**config.mk**
```make
export PLATFORM = sky130hd
export DESIGN_NAME = alu_reg_file
export DESIGN_NICKNAME = d
export VERILOG_FILES = /design/src/rtl/alu_reg_file.sv
export SDC_FILE = /design/constraint.sdc
export NUM_CORES = 1
export LEC_CHECK = 0
export CORE_ASPECT_RATIO = 0.7
export CORE_UTILIZATION = 30
export DETAILED_ROUTE_END_ITERATION = 8
export GPL_TIMING_DRIVEN = 0
export HOLD_SLACK_MARGIN = 0.03
export PLACE_DENSITY = 0.54
export RECOVER_POWER = 25
export SYNTH_ARGS = -nofsm -noshare
export SYNTH_HDL_FRONTEND = slang
export SYNTH_SLANG_ARGS = --single-unit
export TNS_END_PERCENT = 50
```
**constraint.sdc**
```tcl
create_clock -name clk -period 7.6 [get_ports clk]
set_clock_uncertainty 0.2 [all_clocks]
set_input_delay 1.52 -clock clk [delete_from_list [all_inputs] [get_ports clk]]
set_output_delay 1.52 -clock clk [all_outputs]
set_load 0.01 [all_outputs]
```
**src/rtl/alu_reg_file.sv**
```systemverilog
// Operand register file feeding the ALU: two combinational read ports, one write port,
// registered ZF/OF flags and a clear sweep. Optional macro RF_BYPASS_EN adds write-to-read forwarding.
module alu_reg_file #(
  parameter int ADDR_W = 5,
  parameter int DATA_W = 32
) (
  input  logic              clk,
  input  logic              rst_n,
  input  logic              clr,
  input  logic [ADDR_W-1:0] raddr_a,
  input  logic [ADDR_W-1:0] raddr_b,
  output logic [DATA_W-1:0] rdata_a,
  output logic [DATA_W-1:0] rdata_b,
  input  logic              we,
  input  logic [ADDR_W-1:0] waddr,
  input  logic [DATA_W-1:0] wdata,
  input  logic              flag_we,
  input  logic              zf_in,
  input  logic              of_in,
  output logic              zf,
  output logic              of,
  output logic              busy,
  output logic              wr_drop
);

  localparam int DEPTH = 2 ** ADDR_W;
  localparam logic [ADDR_W:0] LAST_PTR = (ADDR_W + 1)'(DEPTH - 1);

  typedef enum logic {
    S_CLEAR,
    S_READY
  } state_t;

  state_t            state;
  logic [ADDR_W:0]   ptr;
  logic [DATA_W-1:0] mem [DEPTH];

  assign busy = (state == S_CLEAR);

  // Control FSM: sweep pointer, flags and the refused-write pulse.
  always_ff @(posedge clk or negedge rst_n) begin
    if (!rst_n) begin
      state   <= S_CLEAR;
      ptr     <= '0;
      zf      <= 1'b0;
      of      <= 1'b0;
      wr_drop <= 1'b0;
    end else begin
      // NOTE: sequential state uses non-blocking assignments so every flop samples pre-edge values.
      wr_drop <= (state == S_CLEAR) && (we || flag_we);
      if (state == S_CLEAR) begin
        if (ptr == LAST_PTR) begin
          state <= S_READY;
          ptr   <= '0;
        end else begin
          ptr <= ptr + 1'b1;
        end
      end else if (clr) begin
        state <= S_CLEAR;
        ptr   <= '0;
        zf    <= 1'b0;
        of    <= 1'b0;
      end else if (flag_we) begin
        zf <= zf_in;
        of <= of_in;
      end
    end
  end

  // NOTE: the array has no reset; the sweep zeroes it, which keeps it mappable to plain RAM.
  always_ff @(posedge clk) begin
    if (state == S_CLEAR) begin
      mem[ptr[ADDR_W-1:0]] <= '0;
    end else if (we && (waddr != '0)) begin
      mem[waddr] <= wdata;
    end
  end

  // NOTE: combinational outputs get a default first so no path can infer a latch.
  always_comb begin
    rdata_a = '0;
    rdata_b = '0;
    if (!busy) begin
      if (raddr_a != '0) rdata_a = mem[raddr_a];
      if (raddr_b != '0) rdata_b = mem[raddr_b];
`ifdef RF_BYPASS_EN
      if (we && (waddr != '0)) begin
        if (waddr == raddr_a) rdata_a = wdata;
        if (waddr == raddr_b) rdata_b = wdata;
      end
`endif
    end
  end

endmodule

```
==> run metrics, run 1 <==
Post-DP Area 52520 um^2; Top Ports 122; number of synthesized register bits 1034; synth top area cells edfxtp_1, mux4_2, mux2i_1, a22oi_1, o22ai_1; clk buf depth 3; worst skew pair latency 0.73 ns; Crit. End Element output port; final WL 180.3 mm; RSZ-0062 raised after global routing false; Setup Fix Bufs, Post-CTS 0; total grt overflow 0; gr busiest metal met1; run status complete, but fails checks; vias in the first global route between 20000 and 30000; Slew headroom -0.9004; Tcrit/Tclk final 0.9633; R2R setup slack 1.69 ns; worst vdd ir 0.1812 mV; PostCTS Resize Cnt 0; Mean Syn Cell Area approximately 17 um^2; total die area 160700 um^2; fin area 55530 um^2; DRC 0; WP data required 5.88 ns; DR vias 30900; Overall Power around 15 mW; CTS Hold Bufs 0; 1st-pass router iterations 6; mapped cell area approximately 48000 um^2; Leak 18.48 nW; top_reg_cell synth edfxtp_1; clock-pin slew on the worst setup and hold paths roughly 0.06 ns; Sink Count 1034; Worst Path Max Fanout 10; PwrDens 265.3 nW/um^2; core area approximately 160000 um^2; most common cell after layout, fill and taps aside edfxtp_1; fin nets slightly above 3000; met1 Use GR 0.3329; fmax about 140 MHz; drt via density a little under 6; cell taking the most area after synthesis edfxtp_1; WS Path Type input port to output port; Final Slew Violations roughly 550; largest net degree at the start of global routing 33; final hold vios 0; Final setup violation count 0; CTS buffer count 103; Area Overhead vs Synth 16.36%; commonest non-fill, non-tap cells in the layout edfxtp_1, mux2i_1, mux4_2, o22ai_1, a22oi_1; PortBufs 118; Hold Crit Class register to register; Synth top area share 0.6443; fin crit period ~7.3 ns; Starting Density 0.3021; post-route ant nets 0; CP startpoint kind input port; FP Rows between 100 and 150; GRT Util Overall 0.2199; Syn Nets 2837; average wire per standard cell around 34 um; CTS tree yes; Root Buffer clkbuf_16; Die Ht between 300 and 400 um; synthesized instance count 2782; met2 GRT Util 0.3013; worst-margin pin slew roughly 2.8 ns; Die Width 478.7 um; failing checks max-capacitance violations, max-slew violations; register area share after synthesis 0.6495; MaxCap Viol Count 32; fraction of layout cells with a size suffix above 1 0.1948; Syn. warnings 0; Placer Congestion 0.8986; WP data arrival 5.60 ns; EDFF count, synth slightly above 1000; H-tree lvl count 3; antenna violations before repair 4; GR Layer Usage met3 0.06470; fraction of registers with async set/reset 0.009671; 1st-iter DRT viols between 4000 and 5000; first-pass GRT wire length roughly 240 mm; hpwl dp 127.0 mm; synth unique cells 47
metal layers:
metal  up-vias  share of wire
li1      12240              -
met1     16410           0.44
met2      1993           0.41
met3       260           0.12
met4         0          0.027
met5         -              0
power by group:
group / total [mW] / switching [mW] / leakage, nW / internal (mW)
sequential: 7.14 / 0.212 / 9.65 / 6.93
clock: 5.22 / 2.36 / 1.64 / 2.86
combinational: 2.37 / 1.59 / 7.19 / 0.774
total: 14.7 / 4.16 / 18.5 / 10.6
logic make-up (layout without fill, tap and decap cells):
group / after synthesis / in the layout / share of synthesized area
compound gates: 508 / 508 / 0.07608
flops: 1034 / 1034 / 0.6495
fa+ha+maj: 1 / 1 / 0.0002621
simple gates: 272 / 272 / 0.02860
xor+xnor: 1 / 1 / 0.0001835
mux: 737 / 737 / 0.2217
buf+inv: 229 / 574 / 0.02365
other cells: 0 / 2 / 0
layout make-up:
type | count | area, um^2
clock buffer | 121 | 2666
inverter | 7 | 26.28
buffer | 222 | 1097
antenna | 2 | 5.005
clock inverter | 70 | 669.4
multi-input combinational | 1519 | 15660
fill | 14900 | 102500
sequential | 1034 | 31000
tap | 2108 | 2638
timing repair buffer | 154 | 1774
metrics by stage:
step | setup WS [ns] | hold slack [ns] | cells | util | setup TNS (ns)
after global placement | -0.5469 | 0.2670 | 5008 | 0.3263 | -82.04
after floorplan | 3.016 | 0.2504 | 2782 | - | 0
after detailed placement | 0.4253 | 0.2772 | 5043 | 0.3325 | 0
after CTS | 0.4211 | 0.2858 | 5234 | 0.3536 | 0
after global routing | 0.2925 | 0.3280 | 5237 | 0.3515 | 0
final | 0.2787 | 0.2933 | 5237 | 0.3515 | 0
cell usage after synthesis, types with 31 or more instances:
cell type / instances
nor2_1: 50
nand2_1: 88
o22ai_1: 190
mux2i_1: 481
mux4_2: 256
and2_1: 35
buf_4: 31
nand4_1: 62
o21ai_0: 63
clkbuf_1: 82
edfxtp_1: 1024
buf_2: 91
a22oi_1: 189
state kept, by name, summed over array words and instances, names as in the netlist:
name,cells
mem,1024
ptr,6
wr_drop,1
zf,1
state,1
of,1
path summary, 6_finish.rpt:
path                            startpoint     endpoint  depth (start not counted)
worst max-delay path            raddr_a[0]  rdata_a[31]                          9
worst min-delay path                ptr[5]       ptr[5]                          1
worst max register to register       state   mem[26][0]                          6
worst min register to register      ptr[5]       ptr[5]                          1
max in group asynchronous            rst_n       ptr[4]                          1
min in group asynchronous            rst_n           zf                          1
worst max-delay path, stage by stage:
cell,delay [ns]
clkdlybuf4s50_1,0.62
buf_4,0.34
nor2_1,0.17
o21ai_0,0.21
nor2_1,0.76
clkbuf_1,0.79
a22oi_1,0.23
nand3_1,0.33
clkdlybuf4s50_1,0.62
No activity file was read; power rests on OpenSTA's default activity.
==> inputs of run 2 (changes only) <==
- MAX_ROUTING_LAYER: default -> met4
==> run 2 against run 1 <==
Effect of this change:
- the flow still finishes with violations (max-capacitance violations, max-slew violations)
- combinational power is essentially flat
- setup slack lost 0.11 ns
- sequential cell count is the same
- sequential share of layout area is essentially flat
- first-iteration DRC count grew 2.2%
- power is essentially flat
- register-to-register slack gained 0.02 ns
- cell count is essentially flat
- critical path type unchanged
- largest power group unchanged
==> run metrics, run 2 (synthesized netlist as in run 1, its figures left out) <==
WP data required 5.88 ns (about the same); fin area 55560 um^2 (about the same); Final Slew Violations 526 (-3.8%); reg2reg path depth 6 (unchanged); Crit. End Element output port; clk buf depth 3 (unchanged); FP Rows 122 (unchanged); Worst Path Max Fanout 10 (unchanged); H-tree lvl count 3 (unchanged); most common cell after layout, fill and taps aside edfxtp_1; worst-margin pin slew 2.846 ns (+0.005931 ns); Crit-path slowest cell buf_1; total grt overflow 0 (unchanged); drt via density 5.930 (+0.50%); Leak 18.48 nW (about the same); CTS Hold Bufs 0 (unchanged); vias in the first global route 28650 (-0.14%); fmax 134.7 MHz (-1.4%); hpwl dp 127.0 mm (unchanged); antenna violations before repair 5 (+1); final hold vios 0 (unchanged); Worst R2R End mem[26][31]; worst path bufs/invs 5 (+1); Post-DP Area 52520 um^2 (unchanged); Starting Density 0.3021 (unchanged); core area 158000 um^2 (unchanged); total die area 160700 um^2 (unchanged); Sink Count 1034 (unchanged); Top Ports 122 (unchanged); DRC 0 (unchanged); DR vias 31070 (+0.54%); Hold Path Stages 1 (unchanged); fin nets 3096 (unchanged); top flop regs mem: 1024 flops, ptr: 6 flops; Setup Fix Bufs, Post-CTS 0 (unchanged); fraction of layout cells with a size suffix above 1 0.1951 (+0.0003198); commonest non-fill, non-tap cells in the layout edfxtp_1, mux2i_1, mux4_2, o22ai_1, a22oi_1; CTS tree yes; Die Width 478.7 um (unchanged); Tcrit/Tclk final 0.9772 (+0.01383); largest stage delay on the critical path 0.76 ns (-0.03 ns); Setup WS pre-CTS 0.4253 ns (unchanged); Area Overhead vs Synth 16.41% (about the same); 1st-iter DRT viols 4669 (+2.2%); Biggest register mem; end of the worst hold path ptr[5]; 1st-pass router iterations 6 (unchanged); CTS buffer count 103 (unchanged); Worst R2R Start state; register area 31000 um^2 (unchanged); PwrDens 265.3 nW/um^2 (about the same); WP data arrival 5.71 ns (+0.11 ns); CP cell instances clkdlybuf4s50_1 > buf_2 > nor2b_1 > clkbuf_1 > nand2_1 > buf_1 > o22ai_1 > o21ai_0 > nand4_1 > clkdlybuf4s50_1; final setup margin 0.1736 ns (-0.1051 ns); CP startpoint kind input port; first-pass GRT wire length 242.7 mm (+0.11%); average wire per standard cell 34.42 um (about the same); PortBufs 118 (unchanged); fillers 14890 (-0.034%); Root Buffer clkbuf_16; Slew headroom -0.9044 (-0.003968); Die Ht 335.7 um (unchanged); post-route ant nets 0 (unchanged); Final setup violation count 0 (unchanged); failing checks max-capacitance violations, max-slew violations; final WL 180.3 mm (about the same); WS Path Type input port to output port; most frequent CP cell clkdlybuf4s50_1; Worst path top cell family by delay buffers and inverters; PostCTS Resize Cnt 0 (unchanged); Multi-input gate area 15660 um^2 (unchanged); Placer Congestion 0.9143 (+1.7%); setup TNS 0 ns (unchanged); worst vdd ir 0.1806 mV (-0.33%); worst skew pair latency 0.73 ns (about the same); Hold Crit Class register to register; fin cells 5239 (+0.038%); Hold Crit Start ptr[5]; clock-pin slew on the worst setup and hold paths 0.06 ns (about the same); DP Cell Count 5043 (unchanged); MaxCap Viol Count 31 (-3.1%); R2R setup slack 1.71 ns (+0.02 ns); fin crit period 7.426 ns (+0.1051 ns); largest net degree at the start of global routing 33 (unchanged); RSZ-0062 raised after global routing false; GRT Util Overall 0.2268 (+0.006907); max reg flops 1024 (unchanged); run status complete, but fails checks
## run 2: power breakdown
group	switching, mW	internal [mW]	total, mW
Clock	2.37	2.86	5.23
Sequential	0.212	6.93	7.15
Combinational	1.59	0.775	2.36
Total	4.17	10.6	14.7
## run 2: cell type report
| cell class | count | share of cell area |
|---|---|---|
| Clock buffer | 121 | 0.04799 |
| Multi-Input combinational cell | 1519 | 0.2819 |
| Buffer | 222 | 0.01975 |
| Antenna cell | 4 | 0.0001802 |
| Timing Repair Buffer | 154 | 0.03223 |
| Clock inverter | 70 | 0.01205 |
| Sequential cell | 1034 | 0.5580 |
| Inverter | 7 | 0.0004730 |
| Tap cell | 2108 | 0.04748 |
## run 2: how the worst max path moves through the flow
| stage | slack, ns | from | end | cells after the start |
|---|---|---|---|---|
| global placement | -0.55 | waddr[3] | mem[28][14] | 7 |
| finish | 0.17 | raddr_b[0] | rdata_b[29] | 10 |
| CTS | 0.42 | raddr_b[2] | rdata_b[29] | 7 |
| floorplan | 3.02 | raddr_b[0] | rdata_b[10] | 6 |
| global route | 0.29 | raddr_a[0] | rdata_a[31] | 9 |
| detailed placement | 0.43 | raddr_b[2] | rdata_b[29] | 7 |
## run 2: per-layer routing
metal | up-vias | wire (um) | GRT usage
met5 | - | 0 | -
met4 | 0 | 4594 | 0.05758
met3 | 262 | 22430 | 0.06214
met2 | 2085 | 73490 | 0.3023
met1 | 16470 | 79820 | 0.3345
li1 | 12250 | - | -
## run 2: through the flow
stage	hold slack [ns]	util	power (mW)
detailed placement	0.2772	0.3325	9.637
CTS	0.2858	0.3536	14.77
global route	0.3280	0.3516	15.08
floorplan	0.2504	-	8.398
finish	0.2858	0.3516	14.74
global placement	0.2670	0.3263	9.462
## run 2: worst reg2reg max path, cell delays in order, from the launching register on
cell      delay, ns
dfrtp_1        0.59
clkbuf_1       0.62
nand2_1        0.16
nor3b_1        0.28
a31oi_2        0.18
nor2_1         1.99
clkbuf_1       1.43
